$ cat config.mk
export PLATFORM = sky130hd
export DESIGN_NAME = shift_frame_deser_flat
export DESIGN_NICKNAME = d
export VERILOG_FILES = /design/src/rtl/shift_frame_deser_if.sv /design/src/rtl/shift_frame_deser.sv /design/src/flat_wrapper.sv
export SDC_FILE = /design/constraint.sdc
export NUM_CORES = 1
export LEC_CHECK = 0
export CAP_MARGIN = 25
export CORE_MARGIN = 5
export CORE_UTILIZATION = 46
export CTS_CLUSTER_SIZE = 24
export DETAILED_ROUTE_END_ITERATION = 8
export GPL_TIMING_DRIVEN = 0
export PLACE_DENSITY = 0.78
export SLEW_MARGIN = 20
export SYNTH_ARGS = -nofsm -noshare
export SYNTH_HDL_FRONTEND = slang
export SYNTH_SLANG_ARGS = --single-unit
$ cat constraint.sdc
create_clock -name clk -period 1.7 [get_ports clk]
set_input_delay 0.34 -clock clk [delete_from_list [all_inputs] [get_ports clk]]
set_output_delay 0.34 -clock clk [all_outputs]
set_load 0.005 [all_outputs]
$ cat src/rtl/shift_frame_deser_if.sv
`default_nettype none
// ============================================================================
// Module      : shift_frame_deser_if
// Description : Control/data/frame bundle between a serial front-end driver
//               and shift_frame_deser.
//   clr          master->slave  synchronous clear
//   en           master->slave  operation enable (0 = hold)
//   mode   [1:0] master->slave  00 hold, 01 left, 10 right, 11 load
//   din          master->slave  serial input bits (LANES wide)
//   load_data    master->slave  parallel load value
//   frame_ready  master->slave  consumer accepts the frame snapshot
//   dout         slave->master  live shift register contents
//   sout         slave->master  bits shifted out by the latest shift
//   frame_valid  slave->master  frame snapshot available
//   frame_data   slave->master  frame snapshot
//   overflow     slave->master  sticky: frame dropped while one was pending
// Revision    : 1.0 - initial release
// ============================================================================
interface shift_frame_deser_if #(
  parameter int DATA_WIDTH = 32,
  parameter int LANES      = 1
);
  logic                  clr;
  logic                  en;
  logic [1:0]            mode;
  logic [LANES-1:0]      din;
  logic [DATA_WIDTH-1:0] load_data;
  logic                  frame_ready;
  logic [DATA_WIDTH-1:0] dout;
  logic [LANES-1:0]      sout;
  logic                  frame_valid;
  logic [DATA_WIDTH-1:0] frame_data;
  logic                  overflow;

  modport master (
    output clr, en, mode, din, load_data, frame_ready,
    input  dout, sout, frame_valid, frame_data, overflow
  );

  modport slave (
    input  clr, en, mode, din, load_data, frame_ready,
    output dout, sout, frame_valid, frame_data, overflow
  );
endinterface
`default_nettype wire

$ cat src/rtl/shift_frame_deser.sv
`default_nettype none
// ============================================================================
// Module      : shift_frame_deser
// Description : Multi-lane shift register with left/right shift, parallel
//               load and serial shift-out. Every DATA_WIDTH/LANES shifts form
//               a frame whose post-shift value is offered on a valid/ready
//               handshake; a frame completing while the previous one is
//               still pending is dropped and flagged in a sticky overflow.
// Ports       : clk    - clock, rising edge
//               rst_n  - asynchronous active-low reset
//               bus    - shift_frame_deser_if.slave (controls, data, frame)
// Parameters  : DATA_WIDTH - register/frame width
//               LANES      - bits per shift; must divide DATA_WIDTH and
//                            DATA_WIDTH/LANES must be at least 2
//               SYNC_IN    - 1: en/mode/din/load_data registered once first
// Revision    : 1.0 - initial release
// ============================================================================
module shift_frame_deser #(
  parameter int DATA_WIDTH = 32,
  parameter int LANES      = 1,
  parameter int SYNC_IN    = 1
) (
  input  logic               clk,
  input  logic               rst_n,
  shift_frame_deser_if.slave bus
);

  localparam int c_frame = DATA_WIDTH / LANES;
  localparam int c_cnt_w = $clog2(c_frame);
  localparam logic [c_cnt_w-1:0] c_cnt_last = c_cnt_w'(c_frame - 1);

  localparam logic [1:0] c_mode_hold  = 2'b00;
  localparam logic [1:0] c_mode_left  = 2'b01;
  localparam logic [1:0] c_mode_right = 2'b10;
  localparam logic [1:0] c_mode_load  = 2'b11;

  // Effective (possibly staged) operation inputs
  logic                  w_en;
  logic [1:0]            w_mode;
  logic [LANES-1:0]      w_din;
  logic [DATA_WIDTH-1:0] w_load;

  generate
    if (SYNC_IN != 0) begin : g_sync
      logic                  en_q;
      logic [1:0]            mode_q;
      logic [LANES-1:0]      din_q;
      logic [DATA_WIDTH-1:0] load_q;

      // clr flushes the stage so an operation captured just before the
      // clear cannot leak into the freshly cleared register.
      always_ff @(posedge clk or negedge rst_n) begin
        if (!rst_n) begin
          en_q   <= 1'b0;
          mode_q <= 2'b00;
          din_q  <= '0;
          load_q <= '0;
        end else if (bus.clr) begin
          en_q   <= 1'b0;
          mode_q <= 2'b00;
          din_q  <= '0;
          load_q <= '0;
        end else begin
          en_q   <= bus.en;
          mode_q <= bus.mode;
          din_q  <= bus.din;
          load_q <= bus.load_data;
        end
      end

      assign w_en   = en_q;
      assign w_mode = mode_q;
      assign w_din  = din_q;
      assign w_load = load_q;
    end else begin : g_direct
      assign w_en   = bus.en;
      assign w_mode = bus.mode;
      assign w_din  = bus.din;
      assign w_load = bus.load_data;
    end
  endgenerate

  logic [DATA_WIDTH-1:0] dout_q, dout_d;
  logic [LANES-1:0]      sout_q, sout_d;
  logic [c_cnt_w-1:0]    cnt_q, cnt_d;
  logic                  frame_valid_q, frame_valid_d;
  logic [DATA_WIDTH-1:0] frame_data_q, frame_data_d;
  logic                  overflow_q, overflow_d;
  logic                  w_shift;
  logic                  w_frame_done;
  logic                  w_accept;

  // Shift datapath and shift counter
  always_comb begin
    dout_d  = dout_q;
    sout_d  = sout_q;
    cnt_d   = cnt_q;
    w_shift = 1'b0;
    if (w_en) begin
      case (w_mode)
        c_mode_hold: ;
        c_mode_left: begin
          dout_d  = {dout_q[DATA_WIDTH-LANES-1:0], w_din};
          sout_d  = dout_q[DATA_WIDTH-1 -: LANES];
          w_shift = 1'b1;
        end
        c_mode_right: begin
          dout_d  = {w_din, dout_q[DATA_WIDTH-1:LANES]};
          sout_d  = dout_q[LANES-1:0];
          w_shift = 1'b1;
        end
        c_mode_load: begin
          // A load restarts frame alignment but never produces a frame
          dout_d = w_load;
          cnt_d  = '0;
        end
      endcase
    end
    // Direction changes do not disturb the count; only shifts advance it
    if (w_shift) begin
      cnt_d = (cnt_q == c_cnt_last) ? '0 : cnt_q + 1'b1;
    end
    w_frame_done = w_shift && (cnt_q == c_cnt_last);
  end

  // Frame handshake
  always_comb begin
    w_accept      = frame_valid_q & bus.frame_ready;
    frame_valid_d = frame_valid_q;
    frame_data_d  = frame_data_q;
    overflow_d    = overflow_q;
    if (w_frame_done) begin
      // A slot frees up either because nothing is pending or because the
      // pending frame is taken on this very edge.
      if (!frame_valid_q || w_accept) begin
        frame_valid_d = 1'b1;
        frame_data_d  = dout_d;
      end else begin
        overflow_d = 1'b1;
      end
    end else if (w_accept) begin
      frame_valid_d = 1'b0;
    end
  end

  always_ff @(posedge clk or negedge rst_n) begin
    if (!rst_n) begin
      dout_q        <= '0;
      sout_q        <= '0;
      cnt_q         <= '0;
      frame_valid_q <= 1'b0;
      frame_data_q  <= '0;
      overflow_q    <= 1'b0;
    end else if (bus.clr) begin
      dout_q        <= '0;
      sout_q        <= '0;
      cnt_q         <= '0;
      frame_valid_q <= 1'b0;
      frame_data_q  <= '0;
      overflow_q    <= 1'b0;
    end else begin
      dout_q        <= dout_d;
      sout_q        <= sout_d;
      cnt_q         <= cnt_d;
      frame_valid_q <= frame_valid_d;
      frame_data_q  <= frame_data_d;
      overflow_q    <= overflow_d;
    end
  end

  assign bus.dout        = dout_q;
  assign bus.sout        = sout_q;
  assign bus.frame_valid = frame_valid_q;
  assign bus.frame_data  = frame_data_q;
  assign bus.overflow    = overflow_q;

endmodule
`default_nettype wire

$ cat src/flat_wrapper.sv
// flat-port wrapper written by rule: the top's interface ports become plain ports
module shift_frame_deser_flat 
#(
  parameter int DATA_WIDTH = 32,
  parameter int LANES      = 1,
  parameter int SYNC_IN    = 1
)
  (clk, rst_n, bus_clr, bus_en, bus_mode, bus_din, bus_load_data, bus_frame_ready, bus_dout, bus_sout, bus_frame_valid, bus_frame_data, bus_overflow);
  shift_frame_deser_if #(.DATA_WIDTH(DATA_WIDTH), .LANES(LANES)) bus_i ();
  input  logic clk;
  input  logic rst_n;
  input wire logic [$bits(bus_i.clr)-1:0] bus_clr;
  input wire logic [$bits(bus_i.en)-1:0] bus_en;
  input wire logic [$bits(bus_i.mode)-1:0] bus_mode;
  input wire logic [$bits(bus_i.din)-1:0] bus_din;
  input wire logic [$bits(bus_i.load_data)-1:0] bus_load_data;
  input wire logic [$bits(bus_i.frame_ready)-1:0] bus_frame_ready;
  output wire logic [$bits(bus_i.dout)-1:0] bus_dout;
  output wire logic [$bits(bus_i.sout)-1:0] bus_sout;
  output wire logic [$bits(bus_i.frame_valid)-1:0] bus_frame_valid;
  output wire logic [$bits(bus_i.frame_data)-1:0] bus_frame_data;
  output wire logic [$bits(bus_i.overflow)-1:0] bus_overflow;
  assign bus_i.clr = bus_clr;
  assign bus_i.en = bus_en;
  assign bus_i.mode = bus_mode;
  assign bus_i.din = bus_din;
  assign bus_i.load_data = bus_load_data;
  assign bus_i.frame_ready = bus_frame_ready;
  assign bus_dout = bus_i.dout;
  assign bus_sout = bus_i.sout;
  assign bus_frame_valid = bus_i.frame_valid;
  assign bus_frame_data = bus_i.frame_data;
  assign bus_overflow = bus_i.overflow;
  shift_frame_deser #(.DATA_WIDTH(DATA_WIDTH), .LANES(LANES), .SYNC_IN(SYNC_IN)) u_core (.clk(clk), .rst_n(rst_n), .bus(bus_i));
endmodule
**Word level (Yosys, flattened, before mapping)**

Index checks and enable logic that the tools add are counted.

- Register bits after elaboration: 108
- Input port bits: 40
- Logic and storage cells: 61

- Equal/unequal tests: 6
- Bitwise gates (word level): 1
- Muxes and demuxes: 27
- Reductions and logical operators: 16
- $add $sub $neg: 1

Operators with widths:

| cell | number |
|---|---|
| $mux 32 | 6 |
| $pmux 32 s3 | 1 |
| $mux 5 | 5 |
| $mux 1 | 13 |
| $reduce_bool 3->1 | 4 |
| $reduce_and 2->1 | 5 |
| $reduce_bool 2->1 | 3 |
| $add 5x1->5 const B | 1 |
| $eq 5x5->1 const B | 1 |
| $eq 2x2->1 const B | 2 |
| $ne 3x3->1 const B | 1 |
| $eq 2x1->1 const B | 1 |
| $mux 2 | 1 |
| $ne 2x2->1 const B | 1 |
| $pmux 1 s2 | 1 |
| $reduce_or 2->1 | 1 |
| $and 1x1->1 | 1 |
| $logic_and 1x1->1 | 1 |
| $logic_not 1->1 | 1 |
| $logic_or 1x1->1 | 1 |

**Longest topological paths before layout**

Gate-level depths: netlist of run 1.

- Word-level depth: 7
- Mapped depth: 8
- Mapped depth without buffers: 6

**Worst setup path before layout of run 1**

OpenSTA, ideal clock, no wires.

- Kind: reg2reg
- Start: register u_core.cnt_q[0]
- End: register u_core.frame_data_q[10], in the netlist u_core.bus.frame_data[10]
- Stages on the path, launching flop included: 9
- Buffers on the path: 2
- Slack: -0.057 ns
- Arrival time: 1.653 ns
- Cell sequence: dfrtp_1 -> ha_1 -> and3_1 -> ha_1 -> nand3_2 -> or2_1 -> buf_2 -> buf_6 -> o41ai_2

- Word-level cells in the longest chain between the ends: 4

Ends and longest elaborated chain:

| item | RTL line | RTL |
|---|---|---|
| start: declaration | shift_frame_deser.sv:85 | `logic [c_cnt_w-1:0] cnt_q, cnt_d;` |
| start signal: assignment | shift_frame_deser.sv:164 | `cnt_q <= cnt_d;` |
| $eq 5x5->1 | shift_frame_deser.sv:123 | `w_frame_done = w_shift && (cnt_q == c_cnt_last);` |
| $logic_and 1x1->1 | shift_frame_deser.sv:123 |  |
| $reduce_bool 2->1 (no source line) | -- |  |
| $reduce_and 2->1 (no source line) | -- |  |
| end signal: assignment | shift_frame_deser.sv:166 | `frame_data_q <= frame_data_d;` |
| end: declaration | shift_frame_deser.sv:87 | `logic [DATA_WIDTH-1:0] frame_data_q, frame_data_d;` |

No other way between the ends.
A chain may end at the register's enable or synchronous reset.

**Final worst setup path of run 1**

- Start: register u_core.cnt_q[0]
- End: register u_core.frame_data_q[4], in the netlist u_core.bus.frame_data[4]

Same word-level chain as after synthesis.

==> flow_summary.toml, run 1 <==
[placed_design]
placed_area_mm2 = 0.00632
io_buffer_count = 105
gp_congestion = 0.886
dp_hpwl_mm = 9.60

[routing]
wl_per_cell_um = 19.7
firstDrtPassIters = 5
vias_per_cell = 5.88
wl_met3_mm = 1.00
ant_nets = 0
drc_errors = 0
wl_met1_mm = 5.84
route.met2.wl_mm = 7.41
vias = 4315
routed_wl_mm = 14.4
drt_iter0_drc = 268
top_layer_used = "met4"

[sta]
period_share_pct = 112
fin_ws_ns = -0.196
tightest_slew_ns = 1.07
rsz0062_at_grt = "yes"
fin_crit_ns = 1.90
hold_violations = 0
setup_viol = 33
slew_headroom_pct = 28.9
max_freq_mhz = 528
maxSlewViolCount = 0
skew_ns = 0.0160

[clocking]
tritoncts = "yes"
clk_pin_slew_ns = 0.10
htreeDepth = 3
cts_max_path_buffers = 2
worst_skew_pair.late_latency_ns = 0.35
cts_sinks = 108
clock-root-buffer = "clkbuf_8"
cts_made_buffers = 9

[layout]
antenna_cells = 0
layout-drive-gt1-share_pct = 18.9
nNetsFinal = 636
area_delta_synth_final_pct = 39.1
seq_area_mm2 = 0.00270
nFillCells = 831
finalInstanceArea_mm2 = 0.00699
multi_input_area_mm2 = 0.00232
final_core_util_pct = 64.7

[worst_setup_path]
crit_path_start_kind = "flop"
crit_cells = 8
cp_top_family = "simple AND/OR/NAND/NOR gates"
worst_ep_required_time_ns = 1.95
slowest_stage = "dfrtp_1"
crit_arrival_ns = 2.14
worstPathMaxFanout = 10
end_kind = "flop"
path_class = "flop to flop"
crit_chain = "ha_2, and3_4, ha_4, nand3_4, or2_1, buf_6, buf_8, o41ai_2"
cpPeakStageDelay_ns = 0.39
path_buf_inv = 2
rr_worst_depth = 8

[grt]
grt_antenna_before_repair = 0
grtUsageTotal_pct = 21.1
grt_pass1_wl_mm = 22.0
grt.overflow.total = 0
grt_pass1_vias = 4322
grt_max_degree = 62

[power_and_ir_drop]
p_total_uw = 5050
leakagePower_uw = 0.00307
ir_worst_vdd_mv = 0.567
power.density_mw_per_mm2 = 723

[synthesis]
syn_nets = 499
yosys.area.top_type_share_pct = 53.8
syn_avg_cell_area_um2 = 11.1
syn_area_mm2 = 0.00502
ys_seq_area_share_pct = 53.8
ys_seq_elements = 108
yosys.area.top_type = "dfrtp_1"
synthTopCellsByArea = "dfrtp_1, o41ai_2, a22oi_1"
ys_types = 32
synthCells = 453
ys_warn_count = 0

[run_status]
status = "complete, but fails checks"
violations = "negative setup slack"

[die]
start_util_pct = 46.5
dieArea_mm2 = 0.0131
rows = 38
die_h_um = 114
io_pins = 107
core_mm2 = 0.0108
die_w_um = 114

[hold_path]
min_path_type = "input port to asynchronous set/reset pin"

[job]
maxCapViolCount = 0
==> synth_stat cells (all sizes together) <==
| cell | number |
|---|---|
| dfrtp | 108 |
| nor2b | 38 |
| nor2 | 36 |
| and3 | 33 |
| a22oi | 32 |
| nand2 | 32 |
| nor3 | 32 |
| o211ai | 32 |
| o41ai | 32 |
| buf | 25 |
| clkbuf | 21 |
| ha | 6 |
| inv | 5 |
| nand3 | 4 |
| o21ai | 4 |
| a32oi | 2 |
| a21o | 1 |
| a21oi | 1 |
| a221oi | 1 |
| a22o | 1 |
| a41oi | 1 |
| clkinv | 1 |
| nand4bb | 1 |
| nor3b | 1 |
| o2bb2ai | 1 |
| or2 | 1 |
| xor2 | 1 |
==> layout by cell type, fill, tap and decap left out, types with 3 or more instances in the layout <==
| cell | n |
|---|---|
| dfrtp_1 | 107 |
| clkbuf_8 | 9 |
| nor3_2 | 6 |
| dlymetal6s2s_1 | 3 |
| nor2_1 | 36 |
| buf_1 | 3 |
| nor2b_1 | 38 |
| buf_2 | 7 |
| ha_1 | 3 |
| nor3_1 | 26 |
| clkbuf_2 | 3 |
| clkdlybuf4s50_1 | 101 |
| clkbuf_1 | 17 |
| inv_1 | 4 |
| o21ai_0 | 4 |
| buf_6 | 10 |
| clkbuf_4 | 4 |
| buf_4 | 21 |
| a22oi_1 | 32 |
| nand3_1 | 3 |
| o41ai_4 | 13 |
| and3_4 | 4 |
| and3_1 | 28 |
| nand2_1 | 32 |
| o41ai_2 | 19 |
| o211ai_1 | 32 |
==> kinds of logic (layout without fill, tap and decap cells) <==
logic type | count (synthesis) | after routing | synth area share (%)
fa+ha+maj | 6 | 6 | 1.49
simple gates | 178 | 178 | 18.1
flops | 108 | 108 | 53.8
xor+xnor | 1 | 1 | 0.174
compound gates | 108 | 108 | 21.3
buf+inv | 52 | 193 | 5.08
==> area by class of cell <==
cell class,instances,area share [%]
plain buffers,46,4.57
clock buffers,11,1.88
clock inverters,4,1.07
inverters,6,0.322
multi-input cells,293,33.2
flip-flops and latches,108,38.7
well taps,140,2.51
repair buffers,126,17.8
==> per-layer routing <==
metal	vias up	global-route usage, %
met5	-	0
met4	0	5.94
met3	26	4.02
met1	2167	27.8
li1	1920	-
met2	202	35.6
==> state kept, by name, indices dropped and copies added, names as in the netlist <==
signal,flops
u_core.bus.frame_data,32
u_core.bus.overflow,1
u_core.g_sync.mode_q,2
u_core.bus.sout,1
u_core.g_sync.load_q,32
u_core.bus.dout,32
u_core.cnt_q,5
u_core.bus.frame_valid,1
u_core.g_sync.din_q,1
u_core.g_sync.en_q,1
==> per-stage QoR <==
step / hold slack [ns] / setup WS, ns / setup TNS (ns) / cells
finish: 0.466 / -0.196 / -5.12 / 734
floorplan: 0.0444 / -0.0356 / -1.07 / 453
detailed placement: 0.297 / -0.356 / -10.53 / 699
global route: 0.489 / -0.270 / -7.20 / 734
global placement: 0.514 / -3.64 / -401.25 / 698
CTS: 0.477 / -0.165 / -4.47 / 720
==> worst paths after layout <==
kind | slack (ns) | to | from
worst max-delay path | -0.20 | u_core.bus.frame_data[4]$_DFFE_PN0P_ | u_core.cnt_q[0]$_DFFE_PN0P_
worst min-delay path | 0.47 | u_core.g_sync.en_q$_DFF_PN0_ | rst_n
worst max register to register | -0.20 | u_core.bus.frame_data[4]$_DFFE_PN0P_ | u_core.cnt_q[0]$_DFFE_PN0P_
worst min register to register | 0.54 | u_core.bus.sout$_DFFE_PN0P_ | u_core.bus.sout$_DFFE_PN0P_
max in group asynchronous | 0.58 | u_core.g_sync.load_q[17]$_DFF_PN0_ | rst_n
min in group clk | 0.52 | u_core.g_sync.load_q[10]$_DFF_PN0_ | bus_load_data[10]
==> what timing repair did <==
item,CTS,global route
setup buffers,5,14
pin swaps,1,2
hold buffers,1,0
gates resized for setup,12,55
gates cloned,0,0
endpoints found under the setup margin,53,70
hold endpoints to repair,47,0
==> power by group <==
part	switching, uW	internal (uW)	leakage, uW	total, uW
Combinational	365	293	0.00152	658
Sequential	64.4	2650	0.00146	2710
Clock	853	826	0.0000956	1680
Total	1280	3770	0.00307	5050
Note: power is estimated with default switching activity, not from simulation.
==> run 2: changes to the inputs <==
--- a/config.mk
+++ b/config.mk
@@ -10,8 +10,9 @@
 export CORE_UTILIZATION = 46
 export CTS_CLUSTER_SIZE = 24
 export DETAILED_ROUTE_END_ITERATION = 8
+export GPL_ROUTABILITY_DRIVEN = 0
 export GPL_TIMING_DRIVEN = 0
-export PLACE_DENSITY = 0.78
+export PLACE_DENSITY = 0.87
 export SLEW_MARGIN = 20
 export SYNTH_ARGS = -nofsm -noshare
 export SYNTH_HDL_FRONTEND = slang
==> run 2 against run 1 <==
Against the previous run: the flow still finishes with violations (negative setup slack); sequential share of layout area shrank 1.2 points; via count grew 1.5%; worst hold slack gained 0.030 ns; clock power shrank 8%; highest routed layer unchanged.
==> flow_summary.toml, run 2 (synthesized netlist as in run 1, its figures left out) <==
[clocking]
cts_max_path_buffers = 2
worst_skew_pair.late_latency_ns = 0.37
cts_sinks = 108
cts_made_buffers = 9
htreeDepth = 3
tritoncts = "yes"
clk_pin_slew_ns = 0.11
clock-root-buffer = "clkbuf_8"

[job]
maxCapViolCount = 0

[sta]
finalSetupTns_ns = -4.31
slew_headroom_pct = 25.8
tightest_slew_ns = 1.11
max_freq_mhz = 538
skew_ns = 0.0162
fin_crit_ns = 1.86
rsz0062_at_grt = "yes"
hold_violations = 0
setup_viol = 34
period_share_pct = 109
maxSlewViolCount = 0
fin_ws_ns = -0.158
hold_slack_ns = 0.495

[die]
die_h_um = 114
io_pins = 107
die_w_um = 114
rows = 38
core_mm2 = 0.0108
dieArea_mm2 = 0.0131
start_util_pct = 46.5

[routing]
routed_wl_mm = 14.3
firstDrtPassIters = 5
vias_per_cell = 5.79
vias = 4381
ant_nets = 0
drt_iter0_drc = 304
wl_per_cell_um = 18.9
drc_errors = 0

[power_and_ir_drop]
leakagePower_uw = 0.00324
power.density_mw_per_mm2 = 689
ir_worst_vdd_mv = 0.529

[grt]
grt_pass1_wl_mm = 22.1
grt_pass1_vias = 4430
grtUsageTotal_pct = 21.0
grt.overflow.total = 0
grt_antenna_before_repair = 0
grt_max_degree = 61

[layout]
layout.cells.non_filler = 757
area_delta_synth_final_pct = 43.4
finalInstanceArea_mm2 = 0.00720
layout-drive-gt1-share_pct = 22.7
nNetsFinal = 658
final_cell_mix = "dfrtp_1, clkdlybuf4s50_1, buf_4"
antenna_cells = 0
final_common_cell = "dfrtp_1"

[placed_design]
placed_area_mm2 = 0.00632
dp_hpwl_mm = 9.38
place_inst = 699
io_buffer_count = 105

[worst_setup_path]
worst_ep_required_time_ns = 1.93
end_kind = "flop"
cpPeakStageDelay_ns = 0.38
worstPathMaxFanout = 10
crit_cells = 7
slowest_stage = "dfrtp_1"
rr_worst_depth = 7
path_buf_inv = 1
path_class = "flop to flop"
crit_arrival_ns = 2.08
crit_chain = "ha_2, and3_4, ha_4, nand3_4, clkbuf_2, o211ai_1, o41ai_4"
cp_top_family = "compound AO/OA/AOI/OAI gates"
crit_path_start_kind = "flop"

[run_status]
status = "complete, but fails checks"
violations = "negative setup slack"

[hold_path]
min_path_type = "input port to asynchronous set/reset pin"
==> run 2: cell count changes in the layout (fill, tap and decap cells not counted), moves of 5 or more <==
cell | before | now
buf_4 | 21 | 42
and3_4 | 4 | 12
and3_1 | 28 | 21
o41ai_2 | 19 | 14
==> run 2: through the flow <==
step | util (%) | power, uW | worst slack, ns
finish | 66.7 | 4960 | -0.158
global placement | 58.3 | 3310 | -3.59
CTS | 61.7 | 4860 | -0.176
detailed placement | 58.6 | 3330 | -0.315
floorplan | - | 3010 | -0.0356
global route | 66.7 | 5140 | -0.232
==> run 2: worst reg2reg max path, stage by stage, from the launching register on <==
cell and delay [ns]:
dfrtp_1 0.38, ha_2 0.19, and3_4 0.19, ha_4 0.15, nand3_4 0.11, clkbuf_2 0.23, o211ai_1 0.33, o41ai_4 0.14
==> run 2: layout make-up <==
type,instances,area (um2)
Inverter,6,22.5
Sequential cell,108,2700
Clock inverter,6,55.1
Clock buffer,10,138
Buffer,46,317
Fill cell,765,3590
Tap cell,140,175
Multi-Input combinational cell,293,2380
Timing Repair Buffer,148,1420
==> run 2: path summary, 6_finish.rpt <==
check | start | endpoint | slack (ns)
setup / recovery | u_core.cnt_q[0]$_DFFE_PN0P_ | u_core.bus.frame_data[16]$_DFFE_PN0P_ | -0.16
hold / removal | rst_n | u_core.bus.dout[26]$_DFF_PN0_ | 0.50
setup reg to reg | u_core.cnt_q[0]$_DFFE_PN0P_ | u_core.bus.frame_data[16]$_DFFE_PN0P_ | -0.16
hold reg to reg | u_core.bus.overflow$_DFFE_PN0P_ | u_core.bus.overflow$_DFFE_PN0P_ | 0.54
max in group asynchronous | rst_n | u_core.bus.frame_data[10]$_DFFE_PN0P_ | 0.58
min in group clk | bus_load_data[7] | u_core.g_sync.load_q[7]$_DFF_PN0_ | 0.50
==> run 2: power by group <==
part           internal, uW  switching, uW  leakage [uW]
logic                   325            381       0.00169
clock network           605            943     0.0000934
registers              2650           58.0       0.00146
total                  3580           1380       0.00324
==> run 2: timing repair <==
item                       CTS  global route
hold buffers                 1             0
setup buffers                9            32
resized for setup           13            61
hold endpoints to repair    59             0
pin swaps                    2             5
cloned                       0             0
setup endpoints to repair   49            91
==> run 2: per-layer routing <==
layer  vias to the layer above  track usage, %  share of wire, %
met5                         -               0                 0
met4                         0            5.46               1.9
met3                        27            5.02               7.3
met2                       206            34.7                51
met1                      2171            28.0                40
li1                       1977               -                 -
